==> src/rtl/cdc_handshake_tx.sv <==
// Source side of a toggle req/ack clock-domain crossing: captures a word, holds it
// on o_xfer_data, flips o_req, and waits for the synchronized echo on i_ack.
module cdc_handshake_tx #(
  parameter int DATA_WIDTH     = 8,
  parameter int SYNC_STAGES    = 2,
  parameter int TIMEOUT_CYCLES = 0,
  parameter int COUNT_WIDTH    = 16
) (
  input  logic                   i_clock,
  input  logic                   i_reset_n,
  input  logic [DATA_WIDTH-1:0]  i_data,
  input  logic                   i_valid,
  output logic                   o_ready,
  output logic [DATA_WIDTH-1:0]  o_xfer_data,
  output logic                   o_req,
  input  logic                   i_ack,
  input  logic                   i_clear,
  output logic                   o_busy,
  output logic                   o_timeout,
  output logic [COUNT_WIDTH-1:0] o_xfer_count
);

  localparam int TW = (TIMEOUT_CYCLES > 1) ? $clog2(TIMEOUT_CYCLES) : 1;
  localparam logic [TW-1:0] TMO_LAST = TW'((TIMEOUT_CYCLES > 0) ? TIMEOUT_CYCLES - 1 : 0);

  typedef enum logic [1:0] {IDLE, WAIT, ERROR} state_e;

  state_e                 state_q, state_d;
  logic [SYNC_STAGES-1:0] sync_q, sync_d;
  logic [DATA_WIDTH-1:0]  data_q, data_d;
  logic                   req_q, req_d;
  logic                   ready_q, ready_d;
  logic                   busy_q, busy_d;
  logic                   timeout_q, timeout_d;
  logic [TW-1:0]          tmo_cnt_q, tmo_cnt_d;
  logic [COUNT_WIDTH-1:0] count_q, count_d;
  logic                   ack_s;

  assign ack_s = sync_q[SYNC_STAGES-1];

  always_comb begin
    state_d   = state_q;
    sync_d    = {sync_q[SYNC_STAGES-2:0], i_ack};
    data_d    = data_q;
    req_d     = req_q;
    ready_d   = ready_q;
    busy_d    = busy_q;
    timeout_d = timeout_q;
    tmo_cnt_d = tmo_cnt_q;
    count_d   = count_q;
    case (state_q)
      IDLE: begin
        if (i_valid) begin
          data_d    = i_data;
          req_d     = ~req_q;
          ready_d   = 1'b0;
          busy_d    = 1'b1;
          tmo_cnt_d = '0;
          state_d   = WAIT;
        end
      end
      WAIT: begin
        // An arriving ack takes priority over a timeout on the same edge.
        if (ack_s == req_q) begin
          ready_d = 1'b1;
          busy_d  = 1'b0;
          count_d = count_q + 1'b1;
          state_d = IDLE;
        end else if (TIMEOUT_CYCLES > 0) begin
          if (tmo_cnt_q == TMO_LAST) begin
            busy_d    = 1'b0;
            timeout_d = 1'b1;
            state_d   = ERROR;
          end else begin
            tmo_cnt_d = tmo_cnt_q + 1'b1;
          end
        end
      end
      ERROR: begin
        // Adopt the destination's parity so the next toggle is seen as new.
        if (i_clear) begin
          req_d     = ack_s;
          timeout_d = 1'b0;
          ready_d   = 1'b1;
          state_d   = IDLE;
        end
      end
      default: state_d = IDLE;
    endcase
  end

  always_ff @(posedge i_clock) begin
    if (!i_reset_n) begin
      state_q   <= IDLE;
      sync_q    <= '0;
      data_q    <= '0;
      req_q     <= 1'b0;
      ready_q   <= 1'b1;
      busy_q    <= 1'b0;
      timeout_q <= 1'b0;
      tmo_cnt_q <= '0;
      count_q   <= '0;
    end else begin
      state_q   <= state_d;
      sync_q    <= sync_d;
      data_q    <= data_d;
      req_q     <= req_d;
      ready_q   <= ready_d;
      busy_q    <= busy_d;
      timeout_q <= timeout_d;
      tmo_cnt_q <= tmo_cnt_d;
      count_q   <= count_d;
    end
  end

  assign o_ready      = ready_q;
  assign o_xfer_data  = data_q;
  assign o_req        = req_q;
  assign o_busy       = busy_q;
  assign o_timeout    = timeout_q;
  assign o_xfer_count = count_q;

endmodule

==> config.mk <==
export PLATFORM = sky130hd
export DESIGN_NAME = cdc_handshake_tx
export DESIGN_NICKNAME = d
export VERILOG_FILES = /design/src/rtl/cdc_handshake_tx.sv
export SDC_FILE = /design/constraint.sdc
export NUM_CORES = 1
export LEC_CHECK = 0
export ABC_CLOCK_PERIOD_IN_PS = 4200
export BUFFER_PORTS_ARGS = -buffer_cell sky130_fd_sc_hd__buf_2
export CORE_ASPECT_RATIO = 0.7
export CORE_MARGIN = 4
export CORE_UTILIZATION = 47
export DETAILED_ROUTE_END_ITERATION = 8
export GPL_TIMING_DRIVEN = 0
export PLACE_DENSITY = 0.76
export SLEW_MARGIN = 20
export SYNTH_ARGS = -nofsm -noshare
export SYNTH_HDL_FRONTEND = slang
export SYNTH_SLANG_ARGS = --single-unit
==> constraint.sdc <==
create_clock -name i_clock -period 4.2 [get_ports i_clock]
set_clock_uncertainty 0.05 [all_clocks]
set_input_delay 0.63 -clock i_clock [delete_from_list [all_inputs] [get_ports i_clock]]
set_output_delay 0.63 -clock i_clock [all_outputs]
set_load 0.005 [all_outputs]
# Yosys cells after proc, flatten, opt, wreduce, memory -nomap -nowiden
# Index checks and enable logic that the tools add are counted.
dict set report word_totals {
  elab_cells 39
  out_inout_bits 28
  ram_bits 0
  rom_bits 0
  inputBits 13
  reg_bits 31
  mem_count 0
  latchBits 0
}
dict set report op_classes {
  mul 0
  n_reduce_logical 10
  add_sub_neg 1
  n_lt_le_gt_ge 0
  div 0
  n_eq_ne 6
  muxes 14
  bitwise_logic 1
  n_shift 0
}
# cell n
set op_table {}
lappend op_table {{$add 16x1->16 const B} 1}
lappend op_table {{$reduce_and 3->1} 3}
lappend op_table {{$mux 1} 7}
lappend op_table {{$mux 2} 3}
lappend op_table {{$ne 2x2->1 const B} 3}
lappend op_table {{$pmux 2 s3} 1}
lappend op_table {{$pmux 1 s2} 2}
lappend op_table {{$reduce_and 2->1} 2}
lappend op_table {{$reduce_and 4->1} 1}
lappend op_table {{$reduce_bool 2->1} 2}
lappend op_table {{$pmux 1 s3} 1}
lappend op_table {{$reduce_bool 3->1} 1}
lappend op_table {{$eq 2x1->1 const B} 1}
lappend op_table {{$eq 2x2->1 const B} 1}
lappend op_table {{$logic_not 2->1} 1}
lappend op_table {{$eq 1x1->1} 1}
lappend op_table {{$not 1->1} 1}

# Longest topological paths before layout
# Gate-level depths: netlist (run 1).
dict set report depth {
  ltp_word 3
  ltp_mapped 6
}

# Worst setup path after synthesis (run 1)
# OpenSTA, ideal clock, no wires.
dict set report synth_timing {
  path_type {register to register}
  from {reg req_q (netlist: o_req)}
  to {reg count_q[12] (netlist: o_xfer_count[12])}
  path_slack_ps 2390
  n_path_buf 1
  t_arrival_ps 1690
  path_stages_with_launch 6
  t_required_ps 4080
  cell_sequence {dfxtp_1 -> xor2_1 -> or4b_1 -> clkbuf_2 -> or3_1 -> a21oi_1}
}
dict set report synth_between {
  elab_chain_len 2
}
# element line
set synth_lines {}
lappend synth_lines {{start: declaration} 31} ;# logic req_q, req_d;
lappend synth_lines {{start signal: assignment} 107} ;# req_q <= req_d;
lappend synth_lines {{$eq 1x1->1} 64} ;# if (ack_s == req_q) begin
lappend synth_lines {{$reduce_and 2->1 (no line)} --}
lappend synth_lines {{end signal: assignment} 112} ;# count_q <= count_d;
lappend synth_lines {{end: declaration} 36} ;# logic [COUNT_WIDTH-1:0] count_q, count_d;
# No other way between the ends.
# A chain may end at the register's enable or synchronous reset.

# Worst setup path after layout (run 1)
dict set report layout_timing {
  from {reg count_q[0] (netlist: o_xfer_count[0])}
  to {reg count_q[10] (netlist: o_xfer_count[10])}
}
dict set report layout_between {
  elab_chain_len 1
}
# element line
set layout_lines {}
lappend layout_lines {{$add 16x1->16} 67} ;# count_d = count_q + 1'b1;
# No other way between the ends.

==> results of run 1 <==
-- cells by family after synthesis --
group                      Yosys count
and+or+nand+nor                     63
DFF                                 29
AOI/OAI and AO/OA                   26
xor gates and xnor gates            10
buffers and inverters                8
adders and majority gates            1
other                                1
-- layer usage --
layer | wire length (microns) | vias up | GRT usage (%) | part of all wire, %
met5 | 0 | - | 0 | 0
met4 | 39 | 0 | 6.93 | 1.4
met3 | 173 | 7 | 5.68 | 6.4
met2 | 1260 | 29 | 27.6 | 46
met1 | 1240 | 505 | 21.1 | 46
li1 | - | 564 | - | -
-- metrics by stage --
step / std cells / setup slack, ps / total power [W] / hold WS [ps]
6_report: 216 / 2220 / 0.000541 / 394
5_1_grt: 216 / 2130 / 0.000565 / 411
4_1_cts: 216 / 2220 / 0.000544 / 398
3_5_place_dp: 208 / 2260 / 0.000354 / 377
3_3_place_gp: 208 / 2310 / 0.000351 / 367
2_1_floorplan: 138 / 2390 / 0.000330 / 362
-- where the power goes --
| group | leakage (nW) | switching, W | internal, W |
|---|---|---|---|
| registers | 0.236 | 0.00000805 | 0.000286 |
| clock network | 0.0413 | 0.0000964 | 0.0000969 |
| logic | 0.363 | 0.0000308 | 0.0000232 |
| total | 0.641 | 0.000135 | 0.000406 |
-- worst reg2reg max path: cells and delay by family (launching register included) --
kind                       cells  cell delay (ps)
AOI/OAI and AO/OA              1              140
and+or+nand+nor                3              890
buffers and inverters          1              180
DFF                            1              420
adders and majority gates      1              230
-- flip-flops by register name, indices dropped and copies added, names as in the netlist --
signal,count
o_xfer_data,8
o_xfer_count,16
sync_q,2
o_req,1
o_busy,1
o_ready,1
-- cells in the final DEF (no fill, tap or decap), types with 2 or more instances in the layout --
| cell | instances |
|---|---|
| a21oi_1 | 16 |
| and2_1 | 3 |
| and4_1 | 2 |
| buf_2 | 39 |
| clkbuf_1 | 3 |
| clkbuf_4 | 5 |
| clkbuf_8 | 2 |
| dfxtp_1 | 29 |
| nand2_1 | 24 |
| nand2b_1 | 2 |
| nand3_1 | 7 |
| nand4_1 | 4 |
| nor2_1 | 8 |
| o21ai_0 | 7 |
| or3_1 | 8 |
| xnor2_1 | 5 |
| xor2_1 | 5 |
-- worst paths after layout --
kind,start,end,slack [ps],cells after the start
max,o_xfer_count[0],o_xfer_count[10],2220,6
max reg2reg,o_xfer_count[0],o_xfer_count[10],2220,6
min reg2reg,sync_q[0],sync_q[1],390,1
min,sync_q[0],sync_q[1],390,1
-- cell type report --
class	count	area share [%]
timing repair buffer	38	12.9
tap	32	2.71
inverter	1	0.254
clock inverter	1	0.339
multi-input combinational	101	37.9
clock buffer	7	4.41
buffer	7	2.20
sequential	29	39.3
==> results.json, run 1 <==
{
  "outcome": "finished, final reports clean",
  "syn_to_final_growth_pct": 25.5,
  "ys_top_cells_by_area": "dfxtp_1 (49%), nand2_1 (7.7%), a21oi_1 (6.8%), or3_1 (4.3%), xnor2_1 (3.7%)",
  "cts_hold_buf": 0,
  "max_freq_mhz": 505,
  "row_count": 14,
  "synthDistinctLibCells": 29,
  "drv_slew": 0,
  "die_h_microns": 49.9,
  "yosysWarnings": 0,
  "irDropWorstVdd_mv": 0.216,
  "clock_latency_ps": 330,
  "nets": 197,
  "grt_max_degree": 11,
  "syn-num-nets": 152,
  "pin_count": 41,
  "vias": 1105,
  "clockBufferDepth": 2,
  "synthSimpleGateAreaFrac_pct": 26.8,
  "synth-seq-cells": 29,
  "grt_util_all_layers_pct": 17.3,
  "yosys.area_share.adder_pct": 1.06,
  "detail-route-antenna-nets": 0,
  "n_fill_cell": 203,
  "ys.flop_type": "dfxtp_1",
  "regArea_sq_um": 581,
  "grt_overflow_total": 0,
  "synth_top_family_by_area": "simple AND/OR/NAND/NOR gates",
  "floorplan.initialDensity_pct": 52.0,
  "wl_per_cell_microns": 12.5,
  "p_leak_nw": 0.641,
  "grt_pass1_vias": 991,
  "synth-compound-area-share_pct": 11.9,
  "synthCells": 138,
  "post_dp_cell_area_sq_um": 1410,
  "yosysMostFrequentCell": "dfxtp_1",
  "gp_congestion": 0.801,
  "muxShareOfSynthArea_pct": 0,
  "critPathLaunchType": "flip-flop",
  "setup_viol": 0,
  "multi_input_area_sq_um": 559,
  "drt-initial-drc-count": 51,
  "finalCritPeriodShare_pct": 47.1,
  "critPathSlowestCell": "or4b_1",
  "crit_path_end_kind": "flip-flop",
  "antenna_found_initial": 0,
  "maxCapViolCount": 0,
  "hold_path_class": "flip-flop to flip-flop",
  "cp_slowest_stage_delay_ps": 470,
  "netlist_area_sq_um": 1180,
  "clockRootBuffer": "clkbuf_4",
  "powerDensity_nw_per_um2": 366,
  "avgSynthCellArea_sq_um": 8.52,
  "cts.sinks": 29,
  "cp.arrival_ps": 2180,
  "numCtsBuffers": 5,
  "die_x_microns": 67.8,
  "yosys.area.top_type": "dfxtp_1",
  "antenna-diode-count": 0,
  "postCtsSetupRepairBufs": 0,
  "die_area_sq_um": 3380,
  "routed_wl_microns": 2700,
  "setup_tns_ps": 0,
  "critPathBufInv": 1,
  "cts_tree": "yes",
  "async_flop_share_pct": 0,
  "fin_crit_ps": 1980,
  "post_cts_resized": 0,
  "synth_edf_count": 0,
  "portBuffers": 38,
  "path_clk_slew_ps": 90,
  "crit_path_max_fanout": 9,
  "dp_hpwl_microns": 2050,
  "seq_area_frac_synth_pct": 49.4,
  "cp_top_family": "simple AND/OR/NAND/NOR gates",
  "utilization_pct": 65.3,
  "netlist.area_leader.share_pct": 49.4,
  "synthXorXnorAreaFrac_pct": 7.45,
  "cp_data_required_time_ps": 4410,
  "drc": 0,
  "synthTopCellsByCount": "dfxtp_1 (29), nand2_1 (24), a21oi_1 (16)",
  "path_cells": "ha_1, nand2_1, or4b_1, clkbuf_2, or3_1, a21oi_1",
  "dr.pass1.iters": 4,
  "htreeDepth": 2,
  "viasPerCell": 5.12,
  "finalHoldViolations": 0,
  "core-area_sq_um": 2260,
  "drive_gt1_share_pct": 26.6,
  "rsz0062_at_grt": "no",
  "grt_pass1_wl_microns": 4410,
  "final_area_sq_um": 1480,
  "crit_type": "flip-flop to flip-flop"
}
(Power assumes the default switching activity.)
==> run 2, diff against run 1 <==
Settings changed: ABC_CLOCK_PERIOD_IN_PS 4200 to 1600, CORE_UTILIZATION 47 to 43, PLACE_DENSITY 0.76 to 0.73.
Clock period 4.2 ns to 1.6 ns, I/O delays scaled along.
==> run 2 against run 1 <==
The flow now finishes with violations (negative setup slack). Sequential share of layout area is 6.0 points lower. Critical endpoint unchanged. Global-route usage grew 0.56 points. First-iteration DRC count increased by 31%. Highest routed layer unchanged. Largest power group unchanged. Routed wire length grew 14%. Core utilization grew 5.9 points. Non-clock buffer count up 16. Worst setup slack worse by 2400 ps. Flip-flop and latch count unchanged. Via count up 8.1%.
==> results.json, run 2 (synthesis gave the netlist of run 1 again) <==
{
  "outcome": "complete, but fails checks",
  "violations": "negative setup slack",
  "die_area_sq_um": 3650,
  "layoutNonFillerInstCount": 234,
  "final_common_cell": "buf_2",
  "grt_util_all_layers_pct": 17.8,
  "antenna-diode-count": 0,
  "die_h_microns": 51.8,
  "max_freq_mhz": 556,
  "antenna_found_initial": 0,
  "row_count": 15,
  "maxCapViolCount": 0,
  "finalHoldViolations": 0,
  "slew_headroom_pct": 66.3,
  "path_clk_slew_ps": 60,
  "cp.arrival_ps": 1920,
  "dr.pass1.iters": 4,
  "clockBufferDepth": 2,
  "syn_to_final_growth_pct": 53.4,
  "crit_path_end_kind": "flip-flop",
  "irDropWorstVdd_mv": 0.707,
  "final_cell_mix": "buf_2 (38), nand2_1 (23), dfxtp_1 (21), buf_4 (12), a21oi_1 (11)",
  "cp_top_family": "simple AND/OR/NAND/NOR gates",
  "numCtsBuffers": 5,
  "fin_crit_ps": 1800,
  "dp_hpwl_microns": 2050,
  "wl_per_cell_microns": 13.2,
  "largest_reg_flops": 16,
  "setup_viol": 8,
  "critPathBufInv": 2,
  "grt_pass1_vias": 1146,
  "nets": 213,
  "hold_path_class": "primary input to flip-flop",
  "p_leak_nw": 0.770,
  "path_cells": "ha_4, nand2_2, or4b_4, buf_4, clkbuf_8, o21ai_1, a21oi_2",
  "finalCritPeriodShare_pct": 112,
  "fin_ws_ps": -200,
  "drv_slew": 0,
  "grt_max_degree": 11,
  "total_power_w": 0.00165,
  "worst_pin_slew_ps": 506,
  "detail-route-antenna-nets": 0,
  "cts.sinks": 29,
  "dp_cells": 210,
  "clockRootBuffer": "clkbuf_8",
  "portBuffers": 38,
  "cts_tree": "yes",
  "viasPerCell": 5.10,
  "setup_tns_ps": -1110,
  "vias": 1194,
  "drc": 0,
  "gp_congestion": 0.758,
  "pin_count": 41,
  "critPathLaunchType": "flip-flop",
  "critPathSlowestCell": "or4b_4",
  "die_x_microns": 70.5,
  "core-area_sq_um": 2530,
  "utilization_pct": 71.2,
  "grt_overflow_total": 0,
  "drt-initial-drc-count": 67,
  "drive_gt1_share_pct": 45.5,
  "routed_wl_microns": 3090,
  "grt_pass1_wl_microns": 5000,
  "htreeDepth": 2,
  "rsz0062_at_grt": "yes",
  "clock_latency_ps": 280,
  "crit_type": "flip-flop to flip-flop",
  "powerDensity_nw_per_um2": 912,
  "cp_slowest_stage_delay_ps": 550,
  "cp_data_required_time_ps": 1720,
  "floorplan.initialDensity_pct": 46.4,
  "crit_path_max_fanout": 4
}
run 2: report_power, final:
group	internal [W]	switching (W)	total (W)
Clock	0.000388	0.000277	0.000665
Combinational	0.000107	0.0000998	0.000207
Sequential	0.000752	0.0000211	0.000773
run 2: layer usage:
layer | GRT usage, % | routed length, microns
met2 | 29.3 | 1460
met4 | 8.28 | 46
met1 | 19.9 | 1350
met5 | 0 | 0
met3 | 8.11 | 230
run 2: area by class of cell:
type / count / area, sq um
fillers: 192 / 729
clock inverters: 1 / 5.00
multi-input cells: 101 / 676
inverters: 1 / 3.75
flip-flops and latches: 29 / 601
plain buffers: 7 / 48.8
clock buffers: 7 / 96.3
repair buffers: 54 / 332
well taps: 34 / 42.5
run 2: final timing paths:
kind,from,endpoint,slack (ps),cells after the start
hold / removal,i_ack,sync_q[0],130,2
hold reg to reg,sync_q[0],sync_q[1],380,1
setup / recovery,o_xfer_count[1],o_xfer_count[10],-200,7
setup reg to reg,o_xfer_count[1],o_xfer_count[10],-200,7
run 2: through the flow:
stage               setup slack (ps)  cell area [sq um]  hold WS (ps)
floorplan                       -124               1220           262
global placement                -183               1450           368
detailed placement              -215               1450           376
CTS                             -223               1680           121
global route                    -256               1800           118
finish                          -200               1800           135
run 2: worst reg2reg max path, cell delays in order, from the launching register on:
cell      delay [ps]
dfxtp_4          360
ha_4             130
nand2_2           50
or4b_4           550
buf_4            160
clkbuf_8         150
o21ai_1          170
a21oi_2           70
run 2: timing repair:
action,CTS,global route
resized for setup,15,21
pin swaps,9,9
gates cloned,1,0
hold buffers,0,0
setup endpoints to repair,8,10
buffers inserted,10,5
==> run 3, diff against run 2 <==
Settings changed: ABC_AREA from default to 1, CORE_UTILIZATION 43 to 45, PLACE_DENSITY 0.73 to 0.74.
==> run 3 against run 2 <==
Worst setup slack better by 370 ps. Critical endpoint is now o_xfer_count[8]. First-iteration DRC count is 28% higher. The run now ends clean. Die area is 7.0% higher. Maximum frequency is 26% higher. Critical path type unchanged. Flip-flop and latch count stayed put.
==> results.json, run 3 <==
{
  "pin_count": 41,
  "clockBufferDepth": 2,
  "gp_congestion": 0.861,
  "floorplan.initialDensity_pct": 47.2,
  "path_clk_slew_ps": 60,
  "synthDistinctLibCells": 20,
  "p_int_w": 0.00120,
  "yosys.area.top_type": "dfxtp_1",
  "timing.rr.end": "o_xfer_count[8]",
  "regArea_sq_um": 583,
  "crit_path_end_kind": "flip-flop",
  "synth-seq-cells": 29,
  "drive_gt1_share_pct": 23.4,
  "nets": 257,
  "die_x_microns": 73.0,
  "fin_crit_ps": 1430,
  "cp.arrival_ps": 1550,
  "seq_area_frac_synth_pct": 43.6,
  "rsz0062_at_grt": "no",
  "hold_path_class": "primary input to flip-flop",
  "grt_util_all_layers_pct": 16.0,
  "synthCells": 199,
  "netSwitchingPower_w": 0.000378,
  "reg2reg_from": "o_xfer_count[1]",
  "holdPathEnd": "sync_q[0]",
  "syn_to_final_growth_pct": 25.3,
  "ys.flop_type": "dfxtp_1",
  "core-area_sq_um": 2820,
  "cp_top_family": "simple AND/OR/NAND/NOR gates",
  "switching_share_pct": 23.9,
  "p_leak_nw": 0.797,
  "dr.pass1.iters": 4,
  "setup_tns_ps": 0,
  "wl_per_cell_microns": 10.4,
  "detail-route-antenna-nets": 0,
  "hp-start": "i_ack",
  "n_fill_cell": 282,
  "dp_hpwl_microns": 2150,
  "max_freq_mhz": 698,
  "portBuffers": 37,
  "synthTopCellsByCount": "nand2_1 (46), nor2_1 (46), dfxtp_1 (29)",
  "setup_viol": 0,
  "path_cells": "ha_2, inv_1, nor2_1, nand2_1, nor2_4, nand2_2, o21ai_0, nor2_1",
  "r2r_cells": 8,
  "ys_top_cells_by_area": "dfxtp_1 (44%), nand2_1 (13%), nor2_1 (13%), inv_1 (7.9%), o21ai_0 (5.6%)",
  "clockRootBuffer": "clkbuf_8",
  "grt_max_degree": 11,
  "die_area_sq_um": 3910,
  "antenna-diode-count": 0,
  "cp_data_required_time_ps": 1720,
  "final_cell_mix": "nand2_1 (46), nor2_1 (46), buf_2 (38), inv_1 (28), dfxtp_1 (27)",
  "irDropWorstVdd_mv": 0.688,
  "largest_reg_flops": 16,
  "cts.sinks": 29,
  "cts_tree": "yes",
  "multi_input_area_sq_um": 623,
  "pwr-share-seq_pct": 49.0,
  "netlist_area_sq_um": 1330,
  "reg2reg_slack_ps": 170,
  "grt_pass1_wl_microns": 4680,
  "drv_slew": 0,
  "power_frac_clock_pct": 41.9,
  "vias": 1293,
  "drt-initial-drc-count": 86,
  "netlist.area_leader.share_pct": 43.6,
  "row_count": 16,
  "viasPerCell": 4.62,
  "die_h_microns": 53.5,
  "synth_edf_count": 0,
  "holdPathStages": 3,
  "clock_latency_ps": 280,
  "finalHoldViolations": 0,
  "numCtsBuffers": 5,
  "path_common_cell": "nor2_1",
  "outcome": "finished, final reports clean",
  "maxCapViolCount": 0,
  "yosysWarnings": 0,
  "grt_pass1_vias": 1072,
  "finalCritPeriodShare_pct": 89.5,
  "htreeDepth": 2,
  "critPathLaunchType": "flip-flop",
  "cts_hold_buf": 0,
  "critPathBufInv": 1,
  "crit_path_max_fanout": 6,
  "powerDensity_nw_per_um2": 946,
  "critPathSlowestCell": "dfxtp_2",
  "avgSynthCellArea_sq_um": 6.69,
  "crit_type": "flip-flop to flip-flop",
  "async_flop_share_pct": 0,
  "antenna_found_initial": 0,
  "syn-num-nets": 213,
  "cp_slowest_stage_delay_ps": 360,
  "total_power_w": 0.00158,
  "comb_power_share_pct": 9.1,
  "routed_wl_microns": 2920,
  "grt_overflow_total": 0,
  "drc": 0
}
==> run 3: changes by cell type after synthesis, sizes merged, moves of 3 or more <==
cell | previous run | this run
a21oi | 16 | 7
and2 | 3 | 0
inv | 1 | 28
nand2 | 24 | 47
nor2 | 8 | 50
o21ai | 7 | 15
or3 | 8 | 0
xnor2 | 5 | 1
xor2 | 5 | 0
==> run 3: routing by layer <==
metal / wire [microns] / part of all wire (%) / vias up / global-route usage, %
li1: - / - / 700 / -
met5: 0 / 0 / - / 0
met2: 1140 / 39 / 37 / 23.0
met3: 214 / 7.3 / 2 / 6.26
met1: 1550 / 53 / 554 / 22.1
met4: 8 / 0.27 / 0 / 4.60
==> run 3: logic make-up after synthesis <==
family,Yosys count,synth area share [%]
simple gates,112,36.5
fa+ha+maj,1,0.940
xor+xnor,1,0.658
compound gates,22,8.27
other cells,1,0.282
buf+inv,33,9.77
flops,29,43.6
==> run 3: area by class of cell <==
class | instances | share of cell area (%)
plain buffers | 5 | 1.50
clock buffers | 7 | 5.78
clock inverters | 1 | 0.300
inverters | 28 | 6.30
multi-input cells | 137 | 37.4
flip-flops and latches | 29 | 35.0
well taps | 36 | 2.70
repair buffers | 37 | 11.1
==> run 3: power groups by stage <==
| stage | Combinational [W] | Sequential [W] | Clock [W] |
|---|---|---|---|
| floorplan | 0.0000814 | 0.000790 | 0 |
| global placement | 0.000141 | 0.000788 | 0 |
| detailed placement | 0.000143 | 0.000788 | 0 |
| CTS | 0.000144 | 0.000772 | 0.000672 |
| global route | 0.000164 | 0.000777 | 0.000714 |
| finish | 0.000144 | 0.000773 | 0.000662 |
==> run 3: metrics by stage <==
step	area (sq um)	setup WS [ps]	std cells	util (%)	hold WS [ps]
2_1_floorplan	1330	237	199	-	288
3_3_place_gp	1560	151	272	55.3	342
3_5_place_dp	1560	140	272	55.3	351
4_1_cts	1660	105	280	58.9	93.3
5_1_grt	1670	47.3	280	59.1	99.7
6_report	1670	168	280	59.1	93.2
==> run 3: worst reg2reg max path, stage by stage, from the launching register on <==
cell and delay (ps):
dfxtp_2 360, ha_2 220, inv_1 50, nor2_1 90
nand2_1 90, nor2_4 180, nand2_2 80, o21ai_0 150
nor2_1 50
==> run 3: worst max-delay path by stage <==
stage / cells past startpoint / from / slack [ps] / end
after detailed placement: 8 / o_xfer_count[1] / 140 / o_xfer_count[8]
after global routing: 8 / o_xfer_count[1] / 50 / o_xfer_count[8]
after CTS: 8 / o_xfer_count[1] / 100 / o_xfer_count[8]
after floorplan: 8 / o_xfer_count[1] / 240 / o_xfer_count[8]
after global placement: 8 / o_xfer_count[1] / 150 / o_xfer_count[8]
final: 8 / o_xfer_count[1] / 170 / o_xfer_count[8]
==> run 3: repair_timing <==
action | CTS | global route
buffers inserted | 0 | 0
gates resized for setup | 0 | 3
endpoints found under the setup margin | 0 | 2
